### config.mk
export PLATFORM = sky130hd
export DESIGN_NAME = barrido_display_flat
export DESIGN_NICKNAME = d
export VERILOG_FILES = /design/src/rtl/barrido_display_if.sv /design/src/rtl/barrido_display.sv /design/src/flat_wrapper.sv
export SDC_FILE = /design/constraint.sdc
export NUM_CORES = 1
export LEC_CHECK = 0
export CAP_MARGIN = 10
export CORE_ASPECT_RATIO = 0.75
export CORE_MARGIN = 2
export CORE_UTILIZATION = 65
export DETAILED_ROUTE_END_ITERATION = 10
export DONT_BUFFER_PORTS = 1
export PLACE_DENSITY_LB_ADDON = 0.2
export SKIP_LAST_GASP = 1
export SLEW_MARGIN = 20
export SYNTH_ARGS = -nofsm -noshare
export SYNTH_HDL_FRONTEND = slang
export SYNTH_SLANG_ARGS = --single-unit
### constraint.sdc
create_clock -name clk -period 3.2 [get_ports clk]
set_input_delay 0.48 -clock clk [delete_from_list [all_inputs] [get_ports clk]]
set_output_delay 0.48 -clock clk [all_outputs]
set_load 0.02 [all_outputs]
### src/rtl/barrido_display_if.sv
// barrido_display_if: load/BCD inputs and segment/anode outputs of the two-digit scan controller.
interface barrido_display_if;
    logic       en, load, load_ack, En_decena;
    logic [3:0] bcd_u, bcd_d;
    logic [6:0] cSegU, cSegD;
    logic [1:0] An;
    modport master(output en, load, bcd_u, bcd_d, input load_ack, cSegU, cSegD, An, En_decena);
    modport slave(input en, load, bcd_u, bcd_d, output load_ack, cSegU, cSegD, An, En_decena);
endinterface

### src/rtl/barrido_display.sv
// barrido_display: two-digit seven-segment scan controller with guard slots and latched BCD decode.
module barrido_display #(
    parameter int REFRESH_DIV = 100000,
    parameter int GUARD       = 16,
    parameter int BLANK_LZ    = 1
) (
    input logic clk,
    input logic rst,
    barrido_display_if.slave bus
);
    localparam int CW = $clog2(REFRESH_DIV + GUARD + 1);
    typedef enum logic [1:0] {S_UNI, S_G1, S_DEC, S_G2} state_t;
    state_t state_q, state_d, state_nxt;
    logic [CW-1:0] cnt_q, cnt_d;
    logic [6:0] seg_u_q, seg_u_d, seg_d_q, seg_d_d;
    logic ack_q, ack_d, done;

    function automatic logic [6:0] dec7(input logic [3:0] b);
        case (b)
            4'd0: return 7'h01;
            4'd1: return 7'h4F;
            4'd2: return 7'h12;
            4'd3: return 7'h06;
            4'd4: return 7'h4C;
            4'd5: return 7'h24;
            4'd6: return 7'h20;
            4'd7: return 7'h0F;
            4'd8: return 7'h00;
            4'd9: return 7'h04;
            default: return 7'h7E;
        endcase
    endfunction

    always_comb begin
        done = (state_q == S_UNI || state_q == S_DEC) ? (int'(cnt_q) == REFRESH_DIV - 1)
                                                      : (int'(cnt_q) == GUARD - 1);
        state_nxt = state_q == S_UNI ? (GUARD > 0 ? S_G1 : S_DEC) :
                    state_q == S_G1  ? S_DEC :
                    state_q == S_DEC ? (GUARD > 0 ? S_G2 : S_UNI) : S_UNI;
        state_d = (bus.en && done) ? state_nxt : state_q;
        cnt_d   = !bus.en ? cnt_q : done ? '0 : cnt_q + CW'(1);
        ack_d   = bus.load;
        seg_u_d = bus.load ? dec7(bus.bcd_u) : seg_u_q;
        // a zero tens digit is blanked rather than shown as a leading 0
        seg_d_d = bus.load ? ((BLANK_LZ != 0 && bus.bcd_d == 4'd0) ? 7'h7F : dec7(bus.bcd_d)) : seg_d_q;
    end

    always_ff @(posedge clk) begin
        if (rst) begin
            state_q <= S_UNI;
            cnt_q   <= '0;
            seg_u_q <= 7'h7F;
            seg_d_q <= 7'h7F;
            ack_q   <= 1'b0;
        end else begin
            state_q <= state_d;
            cnt_q   <= cnt_d;
            seg_u_q <= seg_u_d;
            seg_d_q <= seg_d_d;
            ack_q   <= ack_d;
        end
    end

    assign bus.An        = !bus.en ? 2'b11 : state_q == S_UNI ? 2'b10 : state_q == S_DEC ? 2'b01 : 2'b11;
    assign bus.En_decena = !(bus.en && state_q == S_DEC);
    assign bus.cSegU     = seg_u_q;
    assign bus.cSegD     = seg_d_q;
    assign bus.load_ack  = ack_q;
endmodule
### src/flat_wrapper.sv
// flat-port wrapper written by rule: the top's interface ports become plain ports
module barrido_display_flat 
#(
    parameter int REFRESH_DIV = 100000,
    parameter int GUARD       = 16,
    parameter int BLANK_LZ    = 1
)
  (clk, rst, bus_en, bus_load, bus_bcd_u, bus_bcd_d, bus_load_ack, bus_cSegU, bus_cSegD, bus_An, bus_En_decena);
  barrido_display_if bus_i ();
  input logic clk;
  input logic rst;
  input wire logic [$bits(bus_i.en)-1:0] bus_en;
  input wire logic [$bits(bus_i.load)-1:0] bus_load;
  input wire logic [$bits(bus_i.bcd_u)-1:0] bus_bcd_u;
  input wire logic [$bits(bus_i.bcd_d)-1:0] bus_bcd_d;
  output wire logic [$bits(bus_i.load_ack)-1:0] bus_load_ack;
  output wire logic [$bits(bus_i.cSegU)-1:0] bus_cSegU;
  output wire logic [$bits(bus_i.cSegD)-1:0] bus_cSegD;
  output wire logic [$bits(bus_i.An)-1:0] bus_An;
  output wire logic [$bits(bus_i.En_decena)-1:0] bus_En_decena;
  assign bus_i.en = bus_en;
  assign bus_i.load = bus_load;
  assign bus_i.bcd_u = bus_bcd_u;
  assign bus_i.bcd_d = bus_bcd_d;
  assign bus_load_ack = bus_i.load_ack;
  assign bus_cSegU = bus_i.cSegU;
  assign bus_cSegD = bus_i.cSegD;
  assign bus_An = bus_i.An;
  assign bus_En_decena = bus_i.En_decena;
  barrido_display #(.REFRESH_DIV(REFRESH_DIV), .GUARD(GUARD), .BLANK_LZ(BLANK_LZ)) u_core (.clk(clk), .rst(rst), .bus(bus_i));
endmodule
==> run_results.csv <==
group,metric,value,unit
flow_run,cap_viol_max_count,0,
yosys,yosys_register_bits,34,
floorplanning,pin_count,30,
power,ir_drop,0.305,mV
route,detail_route.wl_per_cell,15.3,µm
yosys,synth_cells,217,
floorplanning,floorplan.die.height,50.1,µm
power,power_density,441,nW/µm²
global_routing,gr-total-overflow,0,
route,drcViolationCount,0,
status,outcome,"finished clean",
finish,fillers,194,
cts,clkSlewWorstSetupHoldPaths,0.07,ns
cts,clock_latency,0.29,ns
worst_setup_path,critical-path-slowest-cell,"sky130_fd_sc_hd__or4_4",
global_routing,grt_first_pass_wirelength,6490,µm
sta,post-route-min-period,2.20,ns
yosys,synth-edff-count,0,
route,finalWirelength,3840,µm
worst_setup_path,worst_ep_arrival_time,2.41,ns
yosys,post_synth_net_total,243,
placement,dp_slack,1.03,ns
floorplanning,floorplan.core_area,2640,µm²
cts,cts_buffers,5,
finish,multi_input_comb_area,1070,µm²
worst_setup_path,criticalPathCategory,"reg2reg",
cts,cts_htree_levels,2,
finish,antenna_cells,0,
placement,port_buffers,0,
yosys,yosysWarningCount,0,
sta,min_period_over_period,68.7,%
worst_setup_path,critical_path.max_stage_delay,0.55,ns
yosys,postSynth.asyncResetShare,0,%
route,route.vias.total,1529,
yosys,yosys_most_used_dff,"sky130_fd_sc_hd__dfxtp_1",
global_routing,grt_max_degree,33,
cts,cts.path.max_buffers,2,
placement,place_congestion,0.881,
route,first_iter_violations,111,
sta,worst_slew_margin_rel,65.0,%
cts,post-cts-setup-buffers,0,
worst_setup_path,cp-start-kind,"register",
global_routing,grt_pass1_vias,1416,
floorplanning,initial_core_utilization,69.6,%
power,power,849,µW
floorplanning,chipWidth,65.4,µm
sta,totalNegativeSetupSlack,0,ns
worst_setup_path,biggest_fanout_along_the_worst_timing_path,12,
yosys,yosys.area.top_type,"sky130_fd_sc_hd__dfxtp_1",
sta,slew_viol_final,0,
yosys,synthesis.area_per_instance,8.48,µm²
global_routing,grt.total_usage,26.1,%
yosys,synth_top_cells_by_area,"sky130_fd_sc_hd__dfxtp_1 37%, sky130_fd_sc_hd__ha_1 9.5%, sky130_fd_sc_hd__nor3_1 5.7%",
route,drtAntennaViolNets,0,
yosys,netlist_area,1840,µm²
floorplanning,fp.dieArea,3280,µm²
finish,fin_area,1930,µm²
cts,tritoncts,"done",
route,drt_pass1_iterations,4,
route,detail_route.vias_per_cell,6.12,
worst_setup_path,path_delay_family,"simple AND/OR/NAND/NOR gates",
finish,ff_latch_area,681,µm²
cts,cts-resized-gates,0,
min_path,min_path_type,"in2reg",
yosys,synth_most_common_cell,"sky130_fd_sc_hd__dfxtp_1",
finish,final_layout_size_suffix_gt1_share,5.14,%
cts,clock_root_buffer,"sky130_fd_sc_hd__clkbuf_8",
cts,post_cts_hold_buffer_count,0,
worst_setup_path,critPathCaptureType,"register",
sta,final-setup-viol-count,0,
sta,maxClockFrequency,0.455,GHz
worst_setup_path,cp.buffers_inverters,1,
worst_setup_path,critical_path_cell_by_cell,"nand2_1 -> or4_4 -> a2111oi_4 -> buf_4 -> mux2i_1",
sta,fin_hold_ws,0.271,ns
placement,dpl_cell_area,1830,µm²
sta,final_hold_vio_count,0,
finish,area_growth,4.69,%
power,static-leakage-power,0.738,nW
placement,hpwl_after_dpl,2920,µm
finish,num-nets-final,239,
cts,tritoncts_num_sinks,34,
yosys,netlist-cell-type-count,36,
sta,grt_setup_unrepaired,"no",
sta,worst_slack,1.00,ns
worst_setup_path,timing.critical_path.required,3.41,ns
yosys,synth.top_cell.area_share,37.0,%
yosys,synth_common_cells,"34 x sky130_fd_sc_hd__dfxtp_1, 27 x sky130_fd_sc_hd__nand2_1, 21 x sky130_fd_sc_hd__nor3_1, 14 x sky130_fd_sc_hd__ha_1, 12 x sky130_fd_sc_hd__nor2_1",
sta,tightest_slew,0.525,ns
sta,clock_skew,0.00839,ns
yosys,synth-seq-area-share,37.0,%
floorplanning,rows,16,
global_routing,antenna_found_initial,0,
## metrics by stage
stage / util (%) / std cells
floorplan: - / 217
global placement: 69.4 / 242
detailed placement: 69.4 / 242
CTS: 72.9 / 250
global route: 72.9 / 250
finish: 72.9 / 250
## cells by family after synthesis
family	after synthesis	share of synthesized area, %
mux	4	2.18
fa+ha+maj	14	9.52
simple gates	98	27.1
xor+xnor	15	7.14
flops	34	37.0
compound gates	31	12.0
buf+inv	21	4.97
## power breakdown
part | total [mW] | internal, mW | switching, mW
Sequential | 0.468 | 0.440 | 0.0283
Clock | 0.322 | 0.173 | 0.149
Combinational | 0.0595 | 0.0272 | 0.0322
## final timing paths
kind	from	endpoint	slack, ns	depth (start not counted)
worst max-delay path	u_core.cnt_q[9]$_SDFFE_PP0P_	u_core.state_q[1]$_SDFFE_PP0P_	1.00	5
worst min-delay path	rst	u_core.cnt_q[2]$_SDFFE_PP0P_	0.27	1
worst max register to register	u_core.cnt_q[9]$_SDFFE_PP0P_	u_core.state_q[1]$_SDFFE_PP0P_	1.00	5
worst min register to register	u_core.state_q[0]$_SDFFE_PP0P_	u_core.state_q[0]$_SDFFE_PP0P_	0.52	2
## state kept, by name (all words and copies together) (netlist names)
signal / count
u_core.bus.cSegD: 7
u_core.bus.cSegU: 7
u_core.bus.load_ack: 1
u_core.cnt_q: 17
u_core.state_q: 2
## metal layers
layer  vias to the layer above  track usage (%)  wire length [µm]
met5                         -                0                 0
met4                         0             7.64                42
met3                         8             8.90               374
met2                        77             43.4              1780
met1                       693             31.9              1640
li1                        751                -                 -
## layout by cell type (no fill, tap or decap)
master	Yosys	final
sky130_fd_sc_hd__nor3_1	21	21
sky130_fd_sc_hd__nor2b_1	1	1
sky130_fd_sc_hd__a221oi_1	1	1
sky130_fd_sc_hd__clkbuf_1	8	1
sky130_fd_sc_hd__nor4_1	5	5
sky130_fd_sc_hd__nand2_1	27	27
sky130_fd_sc_hd__xnor2_1	8	8
sky130_fd_sc_hd__a22oi_1	1	1
sky130_fd_sc_hd__clkbuf_8	0	6
sky130_fd_sc_hd__and4_1	3	3
sky130_fd_sc_hd__mux2i_1	4	4
sky130_fd_sc_hd__clkinv_2	0	1
sky130_fd_sc_hd__a211oi_1	4	4
sky130_fd_sc_hd__or4_4	1	1
sky130_fd_sc_hd__and3_2	1	1
sky130_fd_sc_hd__dfxtp_1	34	34
sky130_fd_sc_hd__a21oi_1	7	7
sky130_fd_sc_hd__o31ai_1	1	1
sky130_fd_sc_hd__nand2b_1	9	9
sky130_fd_sc_hd__a211o_1	1	1
sky130_fd_sc_hd__a2111oi_4	1	1
sky130_fd_sc_hd__nand3_1	5	5
sky130_fd_sc_hd__inv_1	9	9
sky130_fd_sc_hd__buf_4	1	1
sky130_fd_sc_hd__xor2_1	7	7
sky130_fd_sc_hd__nor2_1	12	12
sky130_fd_sc_hd__nand4_1	8	8
sky130_fd_sc_hd__or3_1	1	1
sky130_fd_sc_hd__a221o_1	1	1
sky130_fd_sc_hd__ha_1	14	14
sky130_fd_sc_hd__and3_1	2	2
sky130_fd_sc_hd__or4_1	2	2
sky130_fd_sc_hd__o21bai_1	6	6
sky130_fd_sc_hd__a31oi_1	1	1
sky130_fd_sc_hd__o21ai_0	7	7
## final cells by class
type,count,share of cell area (%)
Inverter,9,1.75
Clock buffer,7,4.48
Tap cell,36,2.34
Multi-Input combinational cell,162,55.4
Clock inverter,1,0.260
Sequential cell,34,35.3
Timing Repair Buffer,1,0.390
Note: power is estimated with default switching activity, not from simulation.
